<file path="config.mk">
export PLATFORM = sky130hd
export DESIGN_NAME = uart_rx
export DESIGN_NICKNAME = d
export VERILOG_FILES = /design/src/rtl/uart_pkg.sv /design/src/rtl/uart_sync.sv /design/src/rtl/uart_rx.sv
export SDC_FILE = /design/constraint.sdc
export NUM_CORES = 1
export LEC_CHECK = 0
export CAP_MARGIN = 40
export CORE_ASPECT_RATIO = 0.75
export CORE_MARGIN = 2
export CORE_UTILIZATION = 30
export CTS_BUF_LIST = sky130_fd_sc_hd__clkbuf_4
export DETAILED_ROUTE_END_ITERATION = 10
export PLACE_DENSITY = 0.56
export SLEW_MARGIN = 0
export SYNTH_ARGS = -nofsm -noshare
export SYNTH_HDL_FRONTEND = slang
export SYNTH_SLANG_ARGS = --single-unit
</file>
<file path="constraint.sdc">
create_clock -name clk -period 3.4 [get_ports clk]
set_input_delay 0.85 -clock clk [delete_from_list [all_inputs] [get_ports clk]]
set_output_delay 0.85 -clock clk [all_outputs]
set_load 0.005 [all_outputs]
</file>
<file path="src/rtl/uart_pkg.sv">
// Shared UART definitions used by the receiver and the transmitter on the same system clock.
//
// Contents:
//   - DATA_BITS         : data bits per frame (8N1 framing)
//   - DEFAULT_CLK_FREQ  : system clock frequency in Hz
//   - IDLE..WAIT_IDLE   : state encodings; the transmitter uses the same codes
//   - uart_state_e      : typed FSM state built on those encodings
//   - bit_cycles()      : clocks per bit for a clock/baud pair
package uart_pkg;

  localparam int unsigned DATA_BITS        = 8;
  localparam int unsigned DEFAULT_CLK_FREQ = 100_000_000;

  localparam logic [2:0] IDLE      = 3'd0;
  localparam logic [2:0] START     = 3'd1;
  localparam logic [2:0] DATA      = 3'd2;
  localparam logic [2:0] STOP      = 3'd3;
  localparam logic [2:0] WAIT_IDLE = 3'd4;

  typedef enum logic [2:0] {
    StIdle     = IDLE,
    StStart    = START,
    StData     = DATA,
    StStop     = STOP,
    StWaitIdle = WAIT_IDLE
  } uart_state_e;

  function automatic int unsigned bit_cycles(input int unsigned clk_freq,
                                             input int unsigned baudrate);
    return clk_freq / baudrate;
  endfunction

endpackage

</file>
<file path="src/rtl/uart_sync.sv">
// Two-flop synchronizer for a single asynchronous input.
//
// Ports:
//   clk_i  : destination clock
//   rst_ni : asynchronous active-low reset; both flops load ResetValue
//   d_i    : asynchronous input
//   q_o    : synchronized output, two clk_i cycles of latency
module uart_sync #(
  parameter bit ResetValue = 1'b1
) (
  input  logic clk_i,
  input  logic rst_ni,
  input  logic d_i,
  output logic q_o
);

  logic meta_q;
  logic sync_q;

  always_ff @(posedge clk_i or negedge rst_ni) begin
    if (!rst_ni) begin
      meta_q <= ResetValue;
      sync_q <= ResetValue;
    end else begin
      meta_q <= d_i;
      sync_q <= meta_q;
    end
  end

  assign q_o = sync_q;

endmodule

</file>
<file path="src/rtl/uart_rx.sv">
// 8N1 UART receiver. Idle-high line, one start bit, eight data bits LSB first, one stop bit.
// The line is synchronized, a falling edge starts a frame, the start bit is re-checked at its
// middle, and each data bit and the stop bit are sampled once at their middles.
//
// Ports:
//   clk       : system clock, rising edge
//   rst_n     : asynchronous active-low reset
//   rx        : serial line, asynchronous to clk
//   dout      : last correctly framed byte, held until the next good frame
//   done      : one-cycle pulse, dout valid from this cycle
//   frame_err : one-cycle pulse, stop bit sampled low (dout not updated)
//   busy      : high from start detect until the FSM is back in idle
module uart_rx
  import uart_pkg::*;
#(
  parameter int unsigned CLK_FREQ = DEFAULT_CLK_FREQ,
  parameter int unsigned BAUDRATE = 10_000_000
) (
  input  logic                 clk,
  input  logic                 rst_n,
  input  logic                 rx,
  output logic [DATA_BITS-1:0] dout,
  output logic                 done,
  output logic                 frame_err,
  output logic                 busy
);

  localparam int unsigned BIT_CYCLES  = bit_cycles(CLK_FREQ, BAUDRATE);
  localparam int unsigned HALF_CYCLES = BIT_CYCLES / 2;
  localparam int unsigned TimerW      = $clog2(BIT_CYCLES);

  if (BIT_CYCLES < 4) begin : gen_cfg_check
    $error("uart_rx: CLK_FREQ/BAUDRATE must be at least 4");
  end

  // ---------------------------------------------------------------------------
  // Line synchronizer and falling-edge detect
  // ---------------------------------------------------------------------------
  logic rx_s;
  logic rx_prev_q;
  logic rx_fall;

  uart_sync #(
    .ResetValue(1'b1)
  ) u_rx_sync (
    .clk_i (clk),
    .rst_ni(rst_n),
    .d_i   (rx),
    .q_o   (rx_s)
  );

  always_ff @(posedge clk or negedge rst_n) begin
    if (!rst_n) begin
      rx_prev_q <= 1'b1;
    end else begin
      rx_prev_q <= rx_s;
    end
  end

  assign rx_fall = rx_prev_q & ~rx_s;

  // ---------------------------------------------------------------------------
  // State
  // ---------------------------------------------------------------------------
  uart_state_e          state_q, state_d;
  logic [TimerW-1:0]    timer_q, timer_d;
  logic [2:0]           bit_cnt_q, bit_cnt_d;
  logic [DATA_BITS-1:0] shift_q, shift_d;
  logic [DATA_BITS-1:0] dout_q, dout_d;
  logic                 done_q, done_d;
  logic                 ferr_q, ferr_d;

  logic half_tick;
  logic bit_tick;
  logic last_bit;

  assign half_tick = (timer_q == TimerW'(HALF_CYCLES - 1));
  assign bit_tick  = (timer_q == TimerW'(BIT_CYCLES - 1));
  assign last_bit  = (bit_cnt_q == 3'(DATA_BITS - 1));

  always_ff @(posedge clk or negedge rst_n) begin
    if (!rst_n) begin
      state_q   <= StIdle;
      timer_q   <= '0;
      bit_cnt_q <= '0;
      shift_q   <= '0;
      dout_q    <= '0;
      done_q    <= 1'b0;
      ferr_q    <= 1'b0;
    end else begin
      state_q   <= state_d;
      timer_q   <= timer_d;
      bit_cnt_q <= bit_cnt_d;
      shift_q   <= shift_d;
      dout_q    <= dout_d;
      done_q    <= done_d;
      ferr_q    <= ferr_d;
    end
  end

  // ---------------------------------------------------------------------------
  // Next-state logic
  // ---------------------------------------------------------------------------
  always_comb begin
    state_d = state_q;
    case (state_q)
      StIdle: begin
        if (rx_fall) begin
          state_d = StStart;
        end
      end
      StStart: begin
        // A line that is high again at mid start bit was only a glitch.
        if (half_tick) begin
          state_d = rx_s ? StIdle : StData;
        end
      end
      StData: begin
        if (bit_tick && last_bit) begin
          state_d = StStop;
        end
      end
      StStop: begin
        if (bit_tick) begin
          state_d = rx_s ? StIdle : StWaitIdle;
        end
      end
      StWaitIdle: begin
        // Hold off until the line returns high so a break yields a single error.
        if (rx_s) begin
          state_d = StIdle;
        end
      end
      default: state_d = StIdle;
    endcase
  end

  // ---------------------------------------------------------------------------
  // Timer, datapath and strobes
  // ---------------------------------------------------------------------------
  always_comb begin
    timer_d   = '0;
    bit_cnt_d = bit_cnt_q;
    shift_d   = shift_q;
    dout_d    = dout_q;
    done_d    = 1'b0;
    ferr_d    = 1'b0;
    busy      = (state_q != StIdle);

    // The timer runs only while timing a bit and restarts on every state change;
    // in DATA it also wraps at the end of each bit.
    if ((state_d == state_q) &&
        ((state_q == StStart) || (state_q == StData) || (state_q == StStop))) begin
      timer_d = bit_tick ? '0 : timer_q + 1'b1;
    end

    case (state_q)
      StStart: begin
        if (half_tick && !rx_s) begin
          bit_cnt_d = '0;
        end
      end
      StData: begin
        if (bit_tick) begin
          // LSB arrives first, so shifting in at the top leaves bit 0 at the bottom.
          shift_d = {rx_s, shift_q[DATA_BITS-1:1]};
          if (!last_bit) begin
            bit_cnt_d = bit_cnt_q + 3'd1;
          end
        end
      end
      StStop: begin
        if (bit_tick) begin
          if (rx_s) begin
            dout_d = shift_q;
            done_d = 1'b1;
          end else begin
            ferr_d = 1'b1;
          end
        end
      end
      default: ;
    endcase
  end

  assign dout      = dout_q;
  assign done      = done_q;
  assign frame_err = ferr_q;

endmodule
</file>
Word level (Yosys, flattened, before mapping)
Cells that the tools add are included.
{ "totals": {"out_inout_bits": 11, "rom_bits": 0, "memories": 0, "ramBits": 0, "wordCells": 57, "reg_bits": 31, "latch_bits": 0} }
{ "op_classes": {"order_cmp": 0, "mul": 0, "mux": 20, "add_sub_neg": 2, "shifts": 0, "n_eq_ne": 11, "bitwise": 2, "n_reduce_logical": 12, "div_mod_pow": 0} }
{ "op_table": {"columns": ["cell", "count"], "rows": [
  ["two-way mux 3 bit", 9],
  ["case mux 3 bit (5 select lines)", 1],
  ["two-way mux 4 bit", 2],
  ["== test 3 x 2 -> 1 bit, second input constant", 2],
  ["== test 3 bit, second input constant", 2],
  ["two-way mux 1 bit", 6],
  ["case mux 3 bit (2 select lines)", 1],
  ["adder 4 x 1 -> 4 bit, second input constant", 1],
  ["== test 4 x 3 -> 1 bit, second input constant", 1],
  ["== test 4 bit, second input constant", 1],
  ["!= test 2 bit, second input constant", 2],
  ["AND reduction 4 bit", 1],
  ["adder 3 x 1 -> 3 bit, second input constant", 1],
  ["== test 3 x 1 -> 1 bit, second input constant", 1],
  ["== test 3 bit", 1],
  ["logical AND 1 bit", 3],
  ["logical NOT 3 bit", 1],
  ["AND reduction 3 bit", 1],
  ["nonzero test 3 bit", 1],
  ["logical OR 1 bit", 2],
  ["two-way mux 2 bit", 1],
  ["!= test 2 x 1 -> 1 bit, second input constant", 1],
  ["AND reduction 2 bit", 1],
  ["nonzero test 2 bit", 1],
  ["other kinds (3)", 3]
]} }

Logic depth before layout (Yosys ltp)
{ "logic_depth": {"word_depth": 7, "depth_mapped": 6} }

Cells and area by module
From an unflattened synthesis, not the netlist that was laid out.
{ "unflattened": {"hier_cells": 104, "area_unflattened_um2": 1400.1} }
{ "modules_own_cells": {"columns": ["module", "seq_area_each_um2", "cells_each", "area_each_um2", "n_inst"], "rows": [
  ["uart_rx", 726.9, 102, 1347.5, 1],
  ["uart_sync", 52.6, 2, 52.6, 1]
]} }

Worst setup path after synthesis
Ideal clock, no wire load.
{ "synth_timing": {"path_kind": "flip-flop to output port", "start": "reg state_q[0]", "end": "out busy", "arrival_ns": 0.972, "t_required_ns": 2.550, "n_path_buf": 1, "path_stages_with_launch": 3, "slack_ns": 1.578, "cell_sequence": "dfrtp_1 > buf_2 > or3_1"} }
{ "synth_via": {"elab_chain_cells": 1} }
{ "synth_lines": {"columns": ["element", "line_no", "text"], "rows": [
  ["start: declaration", "uart_rx.sv:65", "uart_state_e state_q, state_d;"],
  ["start signal: assignment", "uart_rx.sv:83", "state_q <= StIdle;"],
  ["start signal: assignment", "uart_rx.sv:91", "state_q <= state_d;"],
  ["nonzero test 3 bit", "uart_rx.sv:148", "busy = (state_q != StIdle);"],
  ["end: declaration", "uart_rx.sv:25", "output logic busy"]
]} }
No other way between the ends.

Worst setup path in the final report
Same ends and word-level chain as after synthesis.

==> results.py <==
metrics = {
    "run_status": {
        "status": "finished, final reports clean",
    },
    "logic_synthesis": {
        "synthArstFlopShare": 1.00,
        "yosys-top-cells-count": "28 x dfrtp_1, 16 x mux2_2, 6 x inv_1",
        "post-synth-top-count-cell": "dfrtp_1",
        "synth_seq_area_share": 0.552,
        "synth-seq-cells": 31,
        "synth_edf_count": 0,
        "synth.area.top_cells": "dfrtp_1 50%, mux2_2 13%, dfstp_2 5.6%",
        "yosysWarningCount": 0,
        "synth_fp_nets": 119,
        "syn_area_um2": 1410,
        "synthCells": 111,
        "ys_types": 34,
        "synthFlopType": "dfrtp_1",
        "synth.avg_cell_area_um2": 12.7,
        "synth_top_area_cell": "dfrtp_1",
        "yosysTopAreaCellShare": 0.496,
    },
    "sta": {
        "tns_ns": 0,
        "min_period_over_period": 0.775,
        "maxSlewHeadroom": 0.667,
        "finalWorstSetupSlack_ns": 0.765,
        "drv_slew": 0,
        "rsz0062_at_grt": "no",
        "hold_viol": 0,
        "max_freq_mhz": 379,
        "period_minus_slack_ns": 2.64,
        "hold_slack_ns": 0.359,
        "worst_pin_slew_ns": 0.495,
        "setup_viol": 0,
        "clock_skew_ns": 0.00961,
    },
    "drt": {
        "vias_per_cell": 4.77,
        "drt_iter0_markers": 18,
        "wl_met3_um": 97,
        "wire_per_inst_um": 12.3,
        "ant_nets": 0,
        "drt-met1-wl_mm": 1.08,
        "highest_layer": "met4",
        "drcViolationCount": 0,
        "drt-total-wl_mm": 2.31,
        "drtPass1Iterations": 4,
        "via_count": 892,
        "route.met2.wl_mm": 1.06,
    },
    "cells_and_area": {
        "nets": 137,
        "stdcell_area_um2": 1680,
        "num_antenna_cells": 0,
        "fin_util": 0.374,
        "fillers": 439,
        "regArea_um2": 779,
        "multi_input_comb_area_um2": 592,
        "synthToLayoutAreaGrowth_pct": 19.0,
        "final_cells": 187,
        "layout-drive-gt1-share": 0.254,
    },
    "flow_run": {
        "drv_cap": 0,
    },
    "die": {
        "rows": 21,
        "dieArea_um2": 5270,
        "die_y_um": 63.4,
        "coreArea_um2": 4490,
        "die_x_um": 83.2,
        "ios": 14,
        "initial_core_util": 0.314,
    },
    "clock_network": {
        "cts-resized-gates": 0,
        "h-tree-depth": 2,
        "postCtsSetupRepairBufs": 0,
        "holdBufCountCts": 0,
        "clock_latency_ns": 0.33,
        "clk_path_buf_depth": 2,
        "cts_tree": "yes",
        "clkTransAtPathRegs_ns": 0.09,
        "cts_root_buffer": "clkbuf_4",
        "cts_inserted_buffers": 5,
        "cts_sinks": 31,
    },
    "critical_path": {
        "worst_setup_path_end_kind": "primary output",
        "cp.arrival_ns": 1.79,
        "crit_path_start_kind": "flip-flop",
        "crit_type": "reg -> out",
        "cp_max_fo": 15,
        "critical_path_required_ns": 2.55,
    },
    "min_path": {
        "hold_class": "reg -> reg",
    },
    "power": {
        "intPower_mw": 0.631,
        "pwr-share-clk": 0.306,
        "total_power_mw": 0.907,
        "peakVddDrop_mv": 0.206,
        "leakage_nw": 0.801,
        "p_switching_mw": 0.276,
        "seq_power_share": 0.491,
        "switching_share": 0.304,
        "p_per_area_nw_per_um2": 540,
        "combPwrFrac": 0.203,
    },
    "placement": {
        "dpl_cell_area_um2": 1600,
        "post-dp-hpwl_mm": 1.64,
        "numPortBuffers": 13,
        "gp_congestion": 0.760,
        "placed_cells_incl_taps": 179,
        "post-place-ws_ns": 1.13,
    },
    "grt": {
        "grt_pass1_wl_mm": 4.08,
        "gr-total-overflow": 0,
        "antenna_found_initial": 0,
        "grtUsageTotal": 0.101,
        "grt_max_degree": 32,
        "grt_pass1_vias": 858,
    },
}
==> power groups by stage <==
stage / Clock (mW) / Sequential, mW / Combinational, mW
after detailed placement: 0 / 0.452 / 0.186
after global routing: 0.304 / 0.453 / 0.208
after global placement: 0 / 0.449 / 0.186
after floorplan: 0 / 0.424 / 0.164
final: 0.278 / 0.445 / 0.184
after CTS: 0.290 / 0.445 / 0.187
==> worst paths after layout <==
check	startpoint	end	slack [ns]	depth (start not counted)
hold / removal	u_rx_sync.meta_q$_DFF_PN1_	u_rx_sync.q_o$_DFF_PN1_	0.36	0
min in group asynchronous	rst_n	bit_cnt_q[0]$_DFFE_PN0P_	0.89	2
setup / recovery	state_q[0]$_DFF_PN0_	busy	0.76	2
setup reg to reg	timer_q[1]$_DFF_PN0_	bit_cnt_q[1]$_DFFE_PN0P_	1.60	6
hold reg to reg	u_rx_sync.meta_q$_DFF_PN1_	u_rx_sync.q_o$_DFF_PN1_	0.36	0
max in group asynchronous	rst_n	u_rx_sync.meta_q$_DFF_PN1_	2.19	2
==> registers in the layout, summed over array words and instances (netlist names) <==
register / cells
bit_cnt_q: 3
done: 1
dout: 8
frame_err: 1
rx_prev_q: 1
shift_q: 8
state_q: 3
timer_q: 4
u_rx_sync.meta_q: 1
u_rx_sync.q_o: 1
==> layer usage <==
layer  GRT usage  vias up
met5           0        -
met3      0.0315        7
li1            -      430
met1       0.125      433
met4      0.0738        0
met2       0.148       22
==> worst max-delay path, cell delays in order, from the launching register on <==
cell	delay, ns
dfrtp_1	0.56
or3_1	0.44
clkdlybuf4s50_1	0.45
==> area by class of cell <==
cell class,count,area share
flip-flops and latches,31,0.464
multi-input cells,71,0.352
repair buffers,14,0.0820
well taps,57,0.0425
clock inverters,3,0.0231
clock buffers,5,0.0224
inverters,6,0.0134
==> cells in the final DEF, fill, tap and decap left out, types with 2 or more instances in the layout <==
master	netlist	final
dfrtp_1	28	28
xnor2_1	2	2
nor3b_1	3	3
clkdlybuf4s50_1	0	13
mux2_2	16	16
nor2_1	5	5
nand2b_1	2	2
a21oi_1	5	5
dfstp_2	3	3
nand2_1	5	5
ha_1	5	5
o2bb2ai_1	2	2
nand3_1	2	2
and2_1	2	2
inv_1	6	6
o21ai_0	3	3
a22o_1	3	3
clkbuf_4	0	5
==> cell families after synthesis <==
group | count (synthesis) | share of synthesized area
AOI/OAI and AO/OA | 16 | 0.0798
xor gates and xnor gates | 2 | 0.0124
adders and majority gates | 5 | 0.0443
buffers and inverters | 9 | 0.0284
DFF | 31 | 0.552
muxes | 17 | 0.135
and+or+nand+nor | 31 | 0.148
Note: power is estimated with default switching activity, not from simulation.
